===== config.mk =====
export PLATFORM = sky130hd
export DESIGN_NAME = text_scroll_engine
export DESIGN_NICKNAME = d
export VERILOG_FILES = /design/src/rtl/text_scroll_engine.sv
export SDC_FILE = /design/constraint.sdc
export NUM_CORES = 1
export LEC_CHECK = 0
export CAP_MARGIN = 0
export CORE_MARGIN = 2
export CORE_UTILIZATION = 25
export DETAILED_ROUTE_END_ITERATION = 8
export PLACE_DENSITY_LB_ADDON = 0.3
export SYNTH_ARGS = -nofsm -noshare
export SYNTH_HDL_FRONTEND = slang
export SYNTH_SLANG_ARGS = --single-unit

===== constraint.sdc =====
create_clock -name i_clk -period 6.05 [get_ports i_clk]
set_input_delay 1.21 -clock i_clk [delete_from_list [all_inputs] [get_ports i_clk]]
set_output_delay 1.21 -clock i_clk [all_outputs]
set_load 0.005 [all_outputs]

===== src/rtl/text_scroll_engine.sv =====
`default_nettype none
// ============================================================================
// Module   : text_scroll_engine
// Brief    : Scrolls a row window of the 80x25 text page up/down and fills
//            the vacated rows, driving the shared video-RAM write port.
// Revision : 1.0 - initial release
// ============================================================================
module text_scroll_engine #(
    parameter logic [16:0] BASE = 17'h0F000,
    parameter int          COLS = 80,
    parameter int          ROWS = 25
) (
    input  logic        i_clk,
    input  logic        i_rst,
    input  logic        i_start,
    input  logic        i_dir,
    input  logic [4:0]  i_top,
    input  logic [4:0]  i_bottom,
    input  logic [4:0]  i_lines,
    input  logic [7:0]  i_fill_char,
    input  logic [7:0]  i_fill_attr,
    output logic        o_busy,
    output logic        o_done,
    output logic        o_error,
    output logic [16:0] o_address,
    output logic [7:0]  o_wdata,
    output logic        o_rd,
    output logic        o_we,
    input  logic [7:0]  i_rdata,
    input  logic        i_stall
);
    localparam int              c_ROW_BYTES = 2 * COLS;
    localparam int              c_BW        = $clog2(c_ROW_BYTES);
    localparam logic [c_BW-1:0] c_LAST      = c_BW'(c_ROW_BYTES - 1);

    typedef enum logic [2:0] {
        S_IDLE, S_CHECK, S_COPY_RD, S_COPY_CAP, S_COPY_WR, S_FILL, S_DONE
    } state_t;

    state_t          r_state, w_next;
    logic            r_dir, r_err;
    logic [4:0]      r_top, r_bot, r_lines, r_n, r_cnt, r_row;
    logic [c_BW-1:0] r_byte;
    logic [7:0]      r_data, r_fc, r_fa;

    logic [5:0]  w_h, w_n6, w_copy;
    logic        w_invalid, w_last;
    logic [4:0]  w_src, w_arow, w_fill_row;
    logic [16:0] w_addr;

    assign w_invalid  = (r_top > r_bot) || ({1'b0, r_bot} >= 6'(ROWS));
    assign w_h        = {1'b0, r_bot} - {1'b0, r_top} + 6'd1;
    assign w_n6       = ((r_lines == 5'd0) || ({1'b0, r_lines} > w_h)) ? w_h : {1'b0, r_lines};
    assign w_copy     = w_h - w_n6;
    assign w_last     = (r_byte == c_LAST);
    assign w_src      = r_dir ? (r_row - r_n) : (r_row + r_n);
    assign w_arow     = (r_state == S_COPY_RD) ? w_src : r_row;
    assign w_fill_row = r_dir ? r_top : (r_bot - r_n + 5'd1);
    assign w_addr     = BASE + 17'(w_arow) * 17'(c_ROW_BYTES) + 17'(r_byte);

    always_ff @(posedge i_clk) begin
        if (i_rst) r_state <= S_IDLE;
        else       r_state <= w_next;
    end

    always_comb begin
        w_next = r_state;
        case (r_state)
            S_IDLE:     if (i_start) w_next = S_CHECK;
            S_CHECK: begin
                if (w_invalid)          w_next = S_DONE;
                else if (w_copy != 6'd0) w_next = S_COPY_RD;
                else                    w_next = S_FILL;
            end
            S_COPY_RD:  if (!i_stall) w_next = S_COPY_CAP;
            S_COPY_CAP: w_next = S_COPY_WR;
            S_COPY_WR:  if (!i_stall) w_next = (w_last && r_cnt == 5'd1) ? S_FILL : S_COPY_RD;
            S_FILL:     if (!i_stall && w_last && r_cnt == 5'd1) w_next = S_DONE;
            S_DONE:     w_next = S_IDLE;
            default:    w_next = S_IDLE;
        endcase
    end

    always_ff @(posedge i_clk) begin
        if (i_rst) begin
            r_dir <= 1'b0; r_err <= 1'b0;
            r_top <= '0; r_bot <= '0; r_lines <= '0; r_n <= '0;
            r_cnt <= '0; r_row <= '0; r_byte <= '0;
            r_data <= '0; r_fc <= '0; r_fa <= '0;
        end else begin
            case (r_state)
                S_IDLE: if (i_start) begin
                    r_dir <= i_dir; r_top <= i_top; r_bot <= i_bottom;
                    r_lines <= i_lines; r_fc <= i_fill_char; r_fa <= i_fill_attr;
                end
                S_CHECK: begin
                    r_err  <= w_invalid;
                    r_n    <= w_n6[4:0];
                    r_byte <= '0;
                    if (w_copy != 6'd0) begin
                        r_cnt <= w_copy[4:0];
                        r_row <= r_dir ? r_bot : r_top;
                    end else begin
                        r_cnt <= w_n6[4:0];
                        r_row <= r_dir ? r_top : (r_bot - w_n6[4:0] + 5'd1);
                    end
                end
                S_COPY_CAP: r_data <= i_rdata;
                S_COPY_WR: if (!i_stall) begin
                    if (w_last) begin
                        r_byte <= '0;
                        // Last copied row hands over to the fill pass.
                        if (r_cnt == 5'd1) begin
                            r_row <= w_fill_row;
                            r_cnt <= r_n;
                        end else begin
                            r_cnt <= r_cnt - 5'd1;
                            r_row <= r_dir ? (r_row - 5'd1) : (r_row + 5'd1);
                        end
                    end else begin
                        r_byte <= r_byte + c_BW'(1);
                    end
                end
                S_FILL: if (!i_stall) begin
                    if (w_last) begin
                        r_byte <= '0;
                        r_cnt  <= r_cnt - 5'd1;
                        r_row  <= r_row + 5'd1;
                    end else begin
                        r_byte <= r_byte + c_BW'(1);
                    end
                end
                default: ;
            endcase
        end
    end

    assign o_busy    = (r_state != S_IDLE) && (r_state != S_DONE);
    assign o_done    = (r_state == S_DONE);
    assign o_error   = (r_state == S_DONE) && r_err;
    assign o_rd      = (r_state == S_COPY_RD);
    assign o_we      = (r_state == S_COPY_WR) || (r_state == S_FILL);
    assign o_address = (o_rd || o_we) ? w_addr : 17'd0;
    assign o_wdata   = (r_state == S_COPY_WR) ? r_data :
                       (r_state == S_FILL)    ? (r_byte[0] ? r_fa : r_fc) : 8'd0;
endmodule
`default_nettype wire


==> impl_results.md <==
* Antenna-violating nets left at 0
* Worst-margin pin slew at 1.00 ns
* Sequential area share after synthesis at 24.0%
* Synth cell types at 65
* Placed instance area at 0.00667 mm2
* Synth Instances at 754
* EDFF count, synth at 0
* Layout cells sized above 1 at 7.76%
* Final period util at 94.8%
* Gr usage total at 13.8%
* First-pass GRT wire length at 26.4 mm
* Post-route minimum period at 5.74 ns
* Clk_lat worst skew at 0.34 ns
* Post-synth ARST share at 0%
* IO Count at 74
* Setup TNS Final at 0 ns
* Largest net degree at the start of global routing at 70
* Antenna Cells at 0
* Cell-internal power at 0.00207 W
* Seq cells post-synth at 67
* Clock skew at 0.00928 ns
* Avg Cell Area, Syn at 7.40 um2
* Max-cap violations at 0
* Final Setup Violations at 0
* Final hold violations at 0
* Remaining global-route overflow at 0
* Drc violations at 0
* Worst-path maximum fanout at 4
* Top cell type by total area after synthesis: dfxtp_1
* Max-slew violations at 0
* P_leak at 2.71 nW
* Critical path class: flip-flop to output pin
* Drt pass-1 iters at 5
* PortBufs at 73
* Row count at 54
* FILL cells at 2,444
* CP Capture Type: output pin
* Die H at 153 um
* Routability cong. at 0.908
* Die ar. at 0.0235 mm2
* Sw Share at 48.5%
* Syn nets at 855
* RSZ-0062 raised after global routing: no
* Wire length per cell at 14.7 um
* Initial antenna violation count at 0
* Total setup buffers inserted after CTS at 0
* Clock Pin Slew Worst Setup and Hold Paths at 0.06 ns
* Max Fclk at 0.174 GHz
* Tightest Hold Check Type: flip-flop to flip-flop
* Reg2reg setup slack at 0.37 ns
* Core area at 0.0219 mm2
* Final instance area at 0.00701 mm2
* Area contributors post-synth: dfxtp_1 24%, ha_1 12%, nand2_1 7.7%
* Power Density at 573 mW/mm2
* Number of global-route vias before repair at 5,127
* Required @ worst endpoint at 4.84 ns
* Top_reg_cell synth: dfxtp_1
* Synth top area share at 24.0%
* Sw Pwr at 0.00195 W
* Post-DR vias/cell at 4.78
* Clock Path Buffers at 2
* Yosys warnings at 0
* DIE WIDTH at 153 um
* P&R area growth vs syn at 25.7%
* Synthesized cell area at 0.00558 mm2
* CTS tree: done
* Seq pwr share at 17.0%
* Non-Filler Instances at 1,105
* CTS Hold Buffers Added at 0
* Hpwl dp at 12.2 mm
* CP startpoint kind: flip-flop
* Comb pwr share at 70.6%
* Clk pwr share at 12.4%
* Total Routed Length at 16.3 mm
* Cell total after placement at 1,089
* Maximum VDD drop at 0.231 mV
* Vias at 5,278
* First DRT Iteration DRCs at 287
* Starting Density at 25.5%
* Arrival time at the worst endpoint at 4.53 ns
* Clock sink count at 67
* Relative slew slack at 32.9%
* Status: completed
* CTS buffer count at 9
* Root Buffer: clkbuf_16
* H-Tree Level Count at 3
* Final net count at 921
## registers in the layout, indices dropped and copies added, names as in the netlist
register  flops
r_dir         1
r_err         1
r_row         5
r_fa          8
r_bot         5
r_state       3
r_fc          8
r_byte        8
r_data        8
r_cnt         5
r_top         5
r_lines       5
r_n           5
## metal layers
layer | routed length [um] | global-route usage (%)
met5 | 0 | 0
met4 | 168 | 3.45
met3 | 643 | 2.78
met2 | 7250 | 21.7
met1 | 8220 | 19.3
## per-stage QoR
step / setup WS [ns] / util (%) / hold slack, ns / power [W]
floorplan: 0.505 / - / 0.436 / 0.00269
CTS: 0.0630 / 31.8 / 0.457 / 0.00397
global placement: 0.451 / 30.5 / 0.442 / 0.00344
detailed placement: 0.360 / 30.5 / 0.449 / 0.00345
finish: 0.313 / 32.0 / 0.454 / 0.00402
global route: 0.00500 / 32.0 / 0.475 / 0.00443
## layout by cell type (no fill, tap or decap), types with 3 or more instances in the layout
master | Yosys | routed
xnor2_1 | 24 | 21
a21oi_1 | 81 | 79
a211oi_1 | 15 | 15
a31oi_1 | 11 | 11
nand2b_1 | 9 | 9
clkbuf_16 | 0 | 9
nand3b_1 | 3 | 3
a211o_1 | 4 | 4
and3_1 | 6 | 6
nand2_1 | 115 | 115
mux2i_1 | 20 | 20
nor2_1 | 60 | 60
fa_1 | 5 | 3
nor3_1 | 22 | 22
and2_1 | 5 | 5
inv_1 | 46 | 46
o21ai_1 | 3 | 3
o21ai_0 | 29 | 29
o21a_1 | 4 | 4
or3_1 | 5 | 5
nor2b_1 | 16 | 15
nand3_1 | 23 | 23
xor2_1 | 18 | 18
buf_4 | 0 | 26
nand4_1 | 6 | 6
o211ai_1 | 7 | 7
dfxtp_1 | 67 | 65
ha_1 | 52 | 52
xnor2_2 | 0 | 3
a21o_1 | 7 | 7
clkdlybuf4s50_1 | 0 | 72
## final timing paths
check        startpoint  depth (start not counted)             to
min             r_fc[0]                          2        r_fc[0]
max              r_n[0]                         20  o_address[11]
min reg2reg     r_fc[0]                          2        r_fc[0]
max reg2reg    r_top[3]                         21       r_row[3]
## cells in the mapped netlist (all sizes together), types with 2 or more instances
library cell,n
a2111oi,3
a211o,4
a211oi,17
a21boi,2
a21o,7
a21oi,81
a22oi,2
a311oi,3
a31oi,11
and2,5
and3,6
buf,8
clkbuf,36
dfxtp,67
fa,5
ha,52
inv,46
mux2,2
mux2i,20
nand2,115
nand2b,9
nand3,23
nand3b,3
nand4,6
nor2,60
nor2b,16
nor3,22
nor3b,2
nor4,2
nor4b,2
o211ai,7
o21a,4
o21ai,32
o221ai,2
o311ai,2
o31ai,3
or2,4
or3,5
xnor2,24
xor2,19
## power groups by stage
| stage | Clock (W) | Combinational, W | Sequential, W |
|---|---|---|---|
| finish | 0.000499 | 0.00283 | 0.000683 |
| global route | 0.000533 | 0.00319 | 0.000701 |
| CTS | 0.000519 | 0.00278 | 0.000680 |
| detailed placement | 0 | 0.00276 | 0.000689 |
| global placement | 0 | 0.00275 | 0.000686 |
| floorplan | 0 | 0.00207 | 0.000621 |
## final cells by class
cell class | instances | area (um2) | share of cell area, %
clock buffers | 11 | 243 | 3.46
clock inverters | 5 | 37.5 | 0.535
inverters | 47 | 176 | 2.52
multi-input cells | 596 | 3940 | 56.2
flip-flops and latches | 67 | 1340 | 19.2
well taps | 280 | 350 | 5.00
repair buffers | 99 | 921 | 13.1
## logic make-up (layout without fill, tap and decap cells)
logic type	after synthesis	in the layout	synth area share, %
AOI/OAI and AO/OA	190	190	21.6
xor gates and xnor gates	44	44	7.29
adders and majority gates	58	58	13.6
buffers and inverters	91	162	6.30
DFF	67	67	24.0
muxes	22	22	3.99
and+or+nand+nor	282	282	23.1
## timing repair
item / 4_1_cts / 5_1_grt
endpoints found under the setup margin: 1 / 13
gates resized for setup: 1 / 12
pin swaps: 0 / 1
## critical path, cell delays in order, from the launching register on
cell and delay, ns:
dfxtp_2 0.35, inv_1 0.07, ha_1 0.29, mux2_2 0.29, fa_2 0.38, inv_1 0.06
a21o_1 0.11, a21oi_1 0.07, xnor2_1 0.12, nor2_1 0.19, xnor2_2 0.17, inv_1 0.07
ha_1 0.30, inv_1 0.06, fa_2 0.41, xnor2_2 0.17, nor2b_4 0.17, nand2b_1 0.07
and2_1 0.15, nor3_1 0.13, clkdlybuf4s50_1 0.53
(Power assumes the default switching activity.)
